[src/rtl/align_pkg.sv]
// Shared definitions for the alignment network, its controller and the packer.
package align_pkg;

    localparam int DATA_WIDTH = 64;
    localparam int BYTES      = DATA_WIDTH / 8;
    localparam int CNT_W      = 4;
    localparam int FILL_W     = 5;
    localparam int ACC_WIDTH  = 2 * DATA_WIDTH;

    typedef logic [CNT_W-1:0]  byte_cnt_t;
    typedef logic [FILL_W-1:0] fill_cnt_t;

    typedef enum logic {
        FILL  = 1'b0,
        FLUSH = 1'b1
    } pack_state_t;

    // Byte counts above one full word are treated as a full word.
    function automatic byte_cnt_t clamp_bytes(input byte_cnt_t count);
        if (count > byte_cnt_t'(BYTES)) begin
            return byte_cnt_t'(BYTES);
        end
        return count;
    endfunction

endpackage

[src/rtl/align_packer_byte_lane_mask.sv]
// Turns a byte count into a keep mask over the low byte lanes of a word.
module byte_lane_mask
    import align_pkg::*;
(
    input  byte_cnt_t              count,
    output logic [DATA_WIDTH-1:0]  mask
);

    logic [BYTES-1:0] keep;

    // Lane i is kept when it lies below the count.
    always_comb begin
        keep = '0;
        for (int i = 0; i < BYTES; i++) begin
            keep[i] = (count > byte_cnt_t'(i));
        end
    end

    // Each kept lane becomes eight set bits of the data mask.
    always_comb begin
        mask = '0;
        for (int i = 0; i < BYTES; i++) begin
            mask[i*8 +: 8] = {8{keep[i]}};
        end
    end

endmodule

[src/rtl/align_packer.sv]
// Packs aligned partial words into a dense stream of full words.
// Optional ALIGN_PACKER_BYTECNT_EN adds a saturating byte_total output.
module align_packer
    import align_pkg::*;
(
    input  logic                   clk,
    input  logic                   rst_n,
    input  logic                   in_valid,
    output logic                   in_ready,
    input  logic [DATA_WIDTH-1:0]  in_data,
    input  byte_cnt_t              in_bytes,
    input  logic                   in_last,
    output logic                   out_valid,
    input  logic                   out_ready,
    output logic [DATA_WIDTH-1:0]  out_data,
    output byte_cnt_t              out_bytes,
    output logic                   out_last
`ifdef ALIGN_PACKER_BYTECNT_EN
    ,
    output logic [31:0]            byte_total
`endif
);

    pack_state_t            state;
    pack_state_t            state_next;
    logic [ACC_WIDTH-1:0]   acc;
    logic [ACC_WIDTH-1:0]   acc_next;
    logic [ACC_WIDTH-1:0]   acc_base;
    fill_cnt_t              fill;
    fill_cnt_t              fill_next;
    fill_cnt_t              fill_base;
    byte_cnt_t              in_cnt;
    logic [DATA_WIDTH-1:0]  lane_mask;
    logic [DATA_WIDTH-1:0]  in_masked;
    logic                   accept;
    logic                   emit;

    assign in_cnt = clamp_bytes(in_bytes);

    byte_lane_mask u_lane_mask (
        .count (in_cnt),
        .mask  (lane_mask)
    );

    assign in_masked = in_data & lane_mask;

    assign in_ready  = rst_n && (state == FILL) && (fill <= fill_cnt_t'(BYTES));
    assign out_valid = (fill >= fill_cnt_t'(BYTES)) || (state == FLUSH);
    assign out_data  = acc[DATA_WIDTH-1:0];
    assign out_bytes = (fill >= fill_cnt_t'(BYTES)) ? byte_cnt_t'(BYTES) : fill[CNT_W-1:0];
    assign out_last  = (state == FLUSH) && (fill <= fill_cnt_t'(BYTES));

    assign accept = in_valid && in_ready;
    assign emit   = out_valid && out_ready;

    // Emit shifts the accumulator down first, then any accepted word is appended at the new fill.
    always_comb begin
        state_next = state;
        acc_base   = acc;
        fill_base  = fill;
        if (emit) begin
            acc_base  = acc >> DATA_WIDTH;
            fill_base = fill - fill_cnt_t'(out_bytes);
            if (out_last) begin
                state_next = FILL;
            end
        end
        acc_next  = acc_base;
        fill_next = fill_base;
        if (accept) begin
            acc_next  = acc_base | ({{DATA_WIDTH{1'b0}}, in_masked} << {fill_base, 3'b000});
            fill_next = fill_base + fill_cnt_t'(in_cnt);
            if (in_last) begin
                state_next = FLUSH;
            end
        end
    end

    // State register; reset drops buffered bytes and any pending last.
    always_ff @(posedge clk) begin
        if (!rst_n) begin
            state <= FILL;
        end else begin
            state <= state_next;
        end
    end

    // Accumulator and fill count registers.
    always_ff @(posedge clk) begin
        if (!rst_n) begin
            acc  <= '0;
            fill <= '0;
        end else begin
            acc  <= acc_next;
            fill <= fill_next;
        end
    end

`ifdef ALIGN_PACKER_BYTECNT_EN
    logic [32:0] total_sum;

    assign total_sum = {1'b0, byte_total} + 33'(out_bytes);

    // Running count of emitted bytes, sticking at all-ones once it overflows.
    always_ff @(posedge clk) begin
        if (!rst_n) begin
            byte_total <= '0;
        end else if (emit) begin
            byte_total <= total_sum[32] ? 32'hFFFF_FFFF : total_sum[31:0];
        end
    end
`endif

endmodule
[config.mk]
export PLATFORM = sky130hd
export DESIGN_NAME = align_packer
export DESIGN_NICKNAME = d
export VERILOG_FILES = /design/src/rtl/align_pkg.sv /design/src/rtl/align_packer_byte_lane_mask.sv /design/src/rtl/align_packer.sv
export SDC_FILE = /design/constraint.sdc
export NUM_CORES = 1
export LEC_CHECK = 0
export ABC_CLOCK_PERIOD_IN_PS = 5520
export CAP_MARGIN = 20
export CORE_ASPECT_RATIO = 1.1
export CORE_MARGIN = 3
export CORE_UTILIZATION = 45
export CTS_CLUSTER_SIZE = 16
export DETAILED_ROUTE_END_ITERATION = 10
export PLACE_DENSITY = 0.8
export REMOVE_ABC_BUFFERS = 1
export SYNTH_ARGS = -nofsm -noshare
export SYNTH_HDL_FRONTEND = slang
export SYNTH_SLANG_ARGS = --single-unit
[constraint.sdc]
create_clock -name clk -period 5.52 [get_ports clk]
set_input_delay 1.104 -clock clk [delete_from_list [all_inputs] [get_ports clk]]
set_output_delay 1.104 -clock clk [all_outputs]
set_load 0.02 [all_outputs]
==> impl_results.rst <==
.. list-table::
   :header-rows: 1

   * - Metric
     - Value
   * - # Max-Cap Violations
     - 0
   * - Power per standard cell area
     - 302 nW/um^2
   * - Flip-flop cell with the highest count after synthesis
     - sky130_fd_sc_hd__dfxtp_1
   * - Fraction of post-synthesis cell area in the top cell type by area
     - 0.302
   * - Post-placement cell count
     - 1,332
   * - Pin count of the biggest net entering global routing
     - 77
   * - Combined area of all synthesized cells
     - 8880 um^2
   * - Clock tree from TritonCTS
     - built
   * - Fraction of registers with async set or reset after synthesis
     - 0
   * - Number of vias per cell after detailed routing
     - 6.61
   * - Post-Syn Area per Cell
     - 8.20 um^2
   * - GRT Total Usage
     - 0.279
   * - Root Driver
     - sky130_fd_sc_hd__clkbuf_16
   * - Post-route worst setup slack
     - 1.59 ns
   * - Category of cells accounting for the largest share of critical-path delay
     - simple AND/OR/NAND/NOR gates
   * - Iter 0 DRT Violations
     - 1,130
   * - Clock latency reported for the late side of the worst-skew pair
     - 0.43 ns
   * - Post-synthesis cell type with the largest combined area
     - sky130_fd_sc_hd__dfxtp_1
   * - Antenna Violating Nets Remaining
     - 0
   * - Relative slew slack
     - 0.306
   * - Clock skew after layout
     - 0.00552 ns
   * - Fill count
     - between 1,500 and 2,000
   * - Finished Layout Cells
     - roughly 1,400
   * - Number of max-slew violations in the final report
     - 0
   * - Routability congestion estimate from global placement
     - about 0.95
   * - Critical path data arrival time
     - about 4.3 ns
   * - Initial antenna violation count
     - 0
   * - CTS buffer count
     - 17
   * - GR Layer Usage met1
     - 0.370
   * - Antenna diode count
     - 0
   * - Post-place instance area
     - 9910 um^2
   * - Part of the Yosys area used for sequential elements
     - 0.302
   * - Endpoints failing setup
     - 0
   * - Met2 capacity usage during global routing
     - 0.430
   * - Overflow after GRT
     - 0
   * - Synthesized instance count
     - roughly 1,100
   * - Number of gates resized after CTS
     - 0
   * - Clock net sink count
     - between 100 and 150
   * - Outcome
     - complete, no violations
   * - Dpl ws
     - around 1.3 ns
   * - Die height
     - 153 um
   * - Layout Cell Area excl Fill
     - 10,500 um^2
   * - Shortest period the worst path allows
     - slightly below 4 ns
   * - Port Buf Inserts
     - between 100 and 150
   * - Crit path buf inv count
     - 2
   * - Standard cell core area
     - 19,200 um^2
   * - Leakage power
     - roughly 4.1 nW
   * - Hold Violations, Final
     - 0
   * - Global route hottest layer
     - met2
   * - Most frequent cell after synthesis
     - sky130_fd_sc_hd__dfxtp_1
   * - Worst VDD drop
     - ~0.24 mV
   * - Io pins
     - 144
   * - Detailed-route wire length per cell
     - 22.7 um
   * - Post-detailed-placement half-perimeter wirelength
     - 20,900 um
   * - Critical path data required time
     - 5.87 ns
   * - Count of warnings emitted by yosys
     - 0
   * - Transition time at the pin with the least slew margin
     - around 1.0 ns
   * - Area growth syn-to-layout
     - 17.9%
   * - Die X
     - roughly 140 um
   * - Buffer depth of the longest clock path
     - 2
   * - Count of state elements after synthesis
     - 134
   * - First-pass GRT wire length
     - 47,800 um
   * - Ordered list of cells on the worst path
     - clkdlybuf4s50_1, nand3b_1, o21a_1, inv_2, nor4_4, nand2_2, nor3_4, o2bb2ai_1
   * - Global Route met3 Usage
     - 0.0566
   * - Setup TNS after final layout
     - 0 ns
   * - Fraction of layout cells with a size suffix above 1
     - 0.0815
   * - Crit. End Element
     - flip-flop
   * - Worst path slowest cell
     - sky130_fd_sc_hd__clkdlybuf4s50_1
   * - Cell types occupying the most area after synthesis
     - sky130_fd_sc_hd__dfxtp_1, sky130_fd_sc_hd__mux2i_1, sky130_fd_sc_hd__buf_4
   * - Number of nets in the layout
     - between 1,000 and 1,500
   * - Max FO, Critical Path
     - 29
   * - Critical Path Start Type
     - primary input
   * - Distinct cells, synth
     - 67
   * - TritonRoute pass-1 iters
     - 5
   * - Setup repair after global routing missed its margin
     - no
   * - Final routed wirelength across all metal layers
     - between 30,000 and 40,000 um
   * - Largest stage delay on the critical path
     - 0.63 ns
   * - Hold buffers post-CTS
     - 0
   * - Multi-input gate area in the final layout
     - between 5000 and 6000 um^2
   * - Via Count
     - roughly 9,000
   * - Reg clk slew, reported paths
     - about 0.060 ns
   * - Post-CTS setup repair buffer count
     - 0
   * - Remaining routing DRC violations
     - 0
   * - Cell types with the highest counts after synthesis
     - sky130_fd_sc_hd__dfxtp_1, sky130_fd_sc_hd__nor2_1, sky130_fd_sc_hd__nand2_1
   * - Total area of sequential cells
     - 2680 um^2
   * - Worst Path Class, Setup
     - in2reg
   * - Highest achievable clock rate
     - 254 MHz
   * - Number of global-route vias before repair
     - roughly 8,700
   * - Initial cell density of the core
     - 0.462
   * - DIE AREA
     - 21,400 um^2
   * - Worst slack on hold paths
     - 0.464 ns
   * - Std cell rows
     - 53
   * - EDFF count, synth
     - 0
   * - CTS HTree Levels
     - 4
   * - HP Class
     - reg2reg
   * - Share of the clock period used by the worst path after layout
     - 0.713
[area by class of cell]
type                       count  share of cell area
sequential                   134               0.256
inverter                      17             0.00610
clock inverter                 8             0.00717
timing repair buffer         165               0.153
tap                          247              0.0295
multi-input combinational    769               0.503
clock buffer                  23              0.0457
[tightest hold or removal path: cells and delay by family (launching register included)]
family             cells  cell delay, ns
DFF                    1            0.31
and+or+nand+nor        1            0.05
AOI/OAI and AO/OA      1            0.05
[report_power, final]
group          total (W)  switching [W]  leakage (nW)  internal (W)
Clock            0.00109       0.000439         0.261      0.000649
Combinational   0.000975       0.000584          2.72      0.000391
Sequential       0.00109      0.0000546          1.09       0.00104
Total            0.00316        0.00108          4.07       0.00208
[registers in the layout, summed over array words and instances, names as in the netlist]
| signal | cells |
|---|---|
| acc | 128 |
| fill | 5 |
| state | 1 |
[final timing paths]
path,from,to,slack [ns],cells past startpoint
hold / removal,acc[120]$_SDFF_PN0_,acc[120]$_SDFF_PN0_,0.46,2
setup / recovery,out_ready,acc[8]$_SDFF_PN0_,1.59,8
hold reg to reg,acc[120]$_SDFF_PN0_,acc[120]$_SDFF_PN0_,0.46,2
setup reg to reg,fill[4]$_SDFF_PN0_,fill[3]$_SDFF_PN0_,2.10,11
[cell usage in the layout (no fill, tap or decap), drive strengths merged, types with 19 or more instances in the layout]
master           n
a21oi           47
buf             22
clkbuf          23
clkdlybuf4s50  143
dfxtp          134
mux2i           86
nand2          110
nand3           19
nor2           114
o21ai           63
o221ai          30
[layer usage]
layer	up-vias	wire length, um
met1	4221	12200
li1	4023	-
met2	623	14000
met3	136	3210
met5	-	0
met4	0	1550
[kinds of logic (layout without fill, tap and decap cells)]
group           count (synthesis)  after routing  share of synthesized area
flops                         134            134                      0.302
fa+ha+maj                       7              7                     0.0107
buf+inv                       180            213                      0.108
compound gates                338            338                      0.280
mux                           110            110                      0.138
xor+xnor                        3              3                    0.00296
simple gates                  309            309                      0.158
other cells                     2              2                   0.000846
[metrics by stage]
| stage | total power [W] | util |
|---|---|---|
| 5_1_grt | 0.00327 | 0.544 |
| 4_1_cts | 0.00314 | 0.544 |
| 6_report | 0.00316 | 0.544 |
| 3_5_place_dp | 0.00206 | 0.515 |
| 3_3_place_gp | 0.00205 | 0.515 |
| 2_1_floorplan | 0.00169 | - |
(Power assumes the default switching activity.)
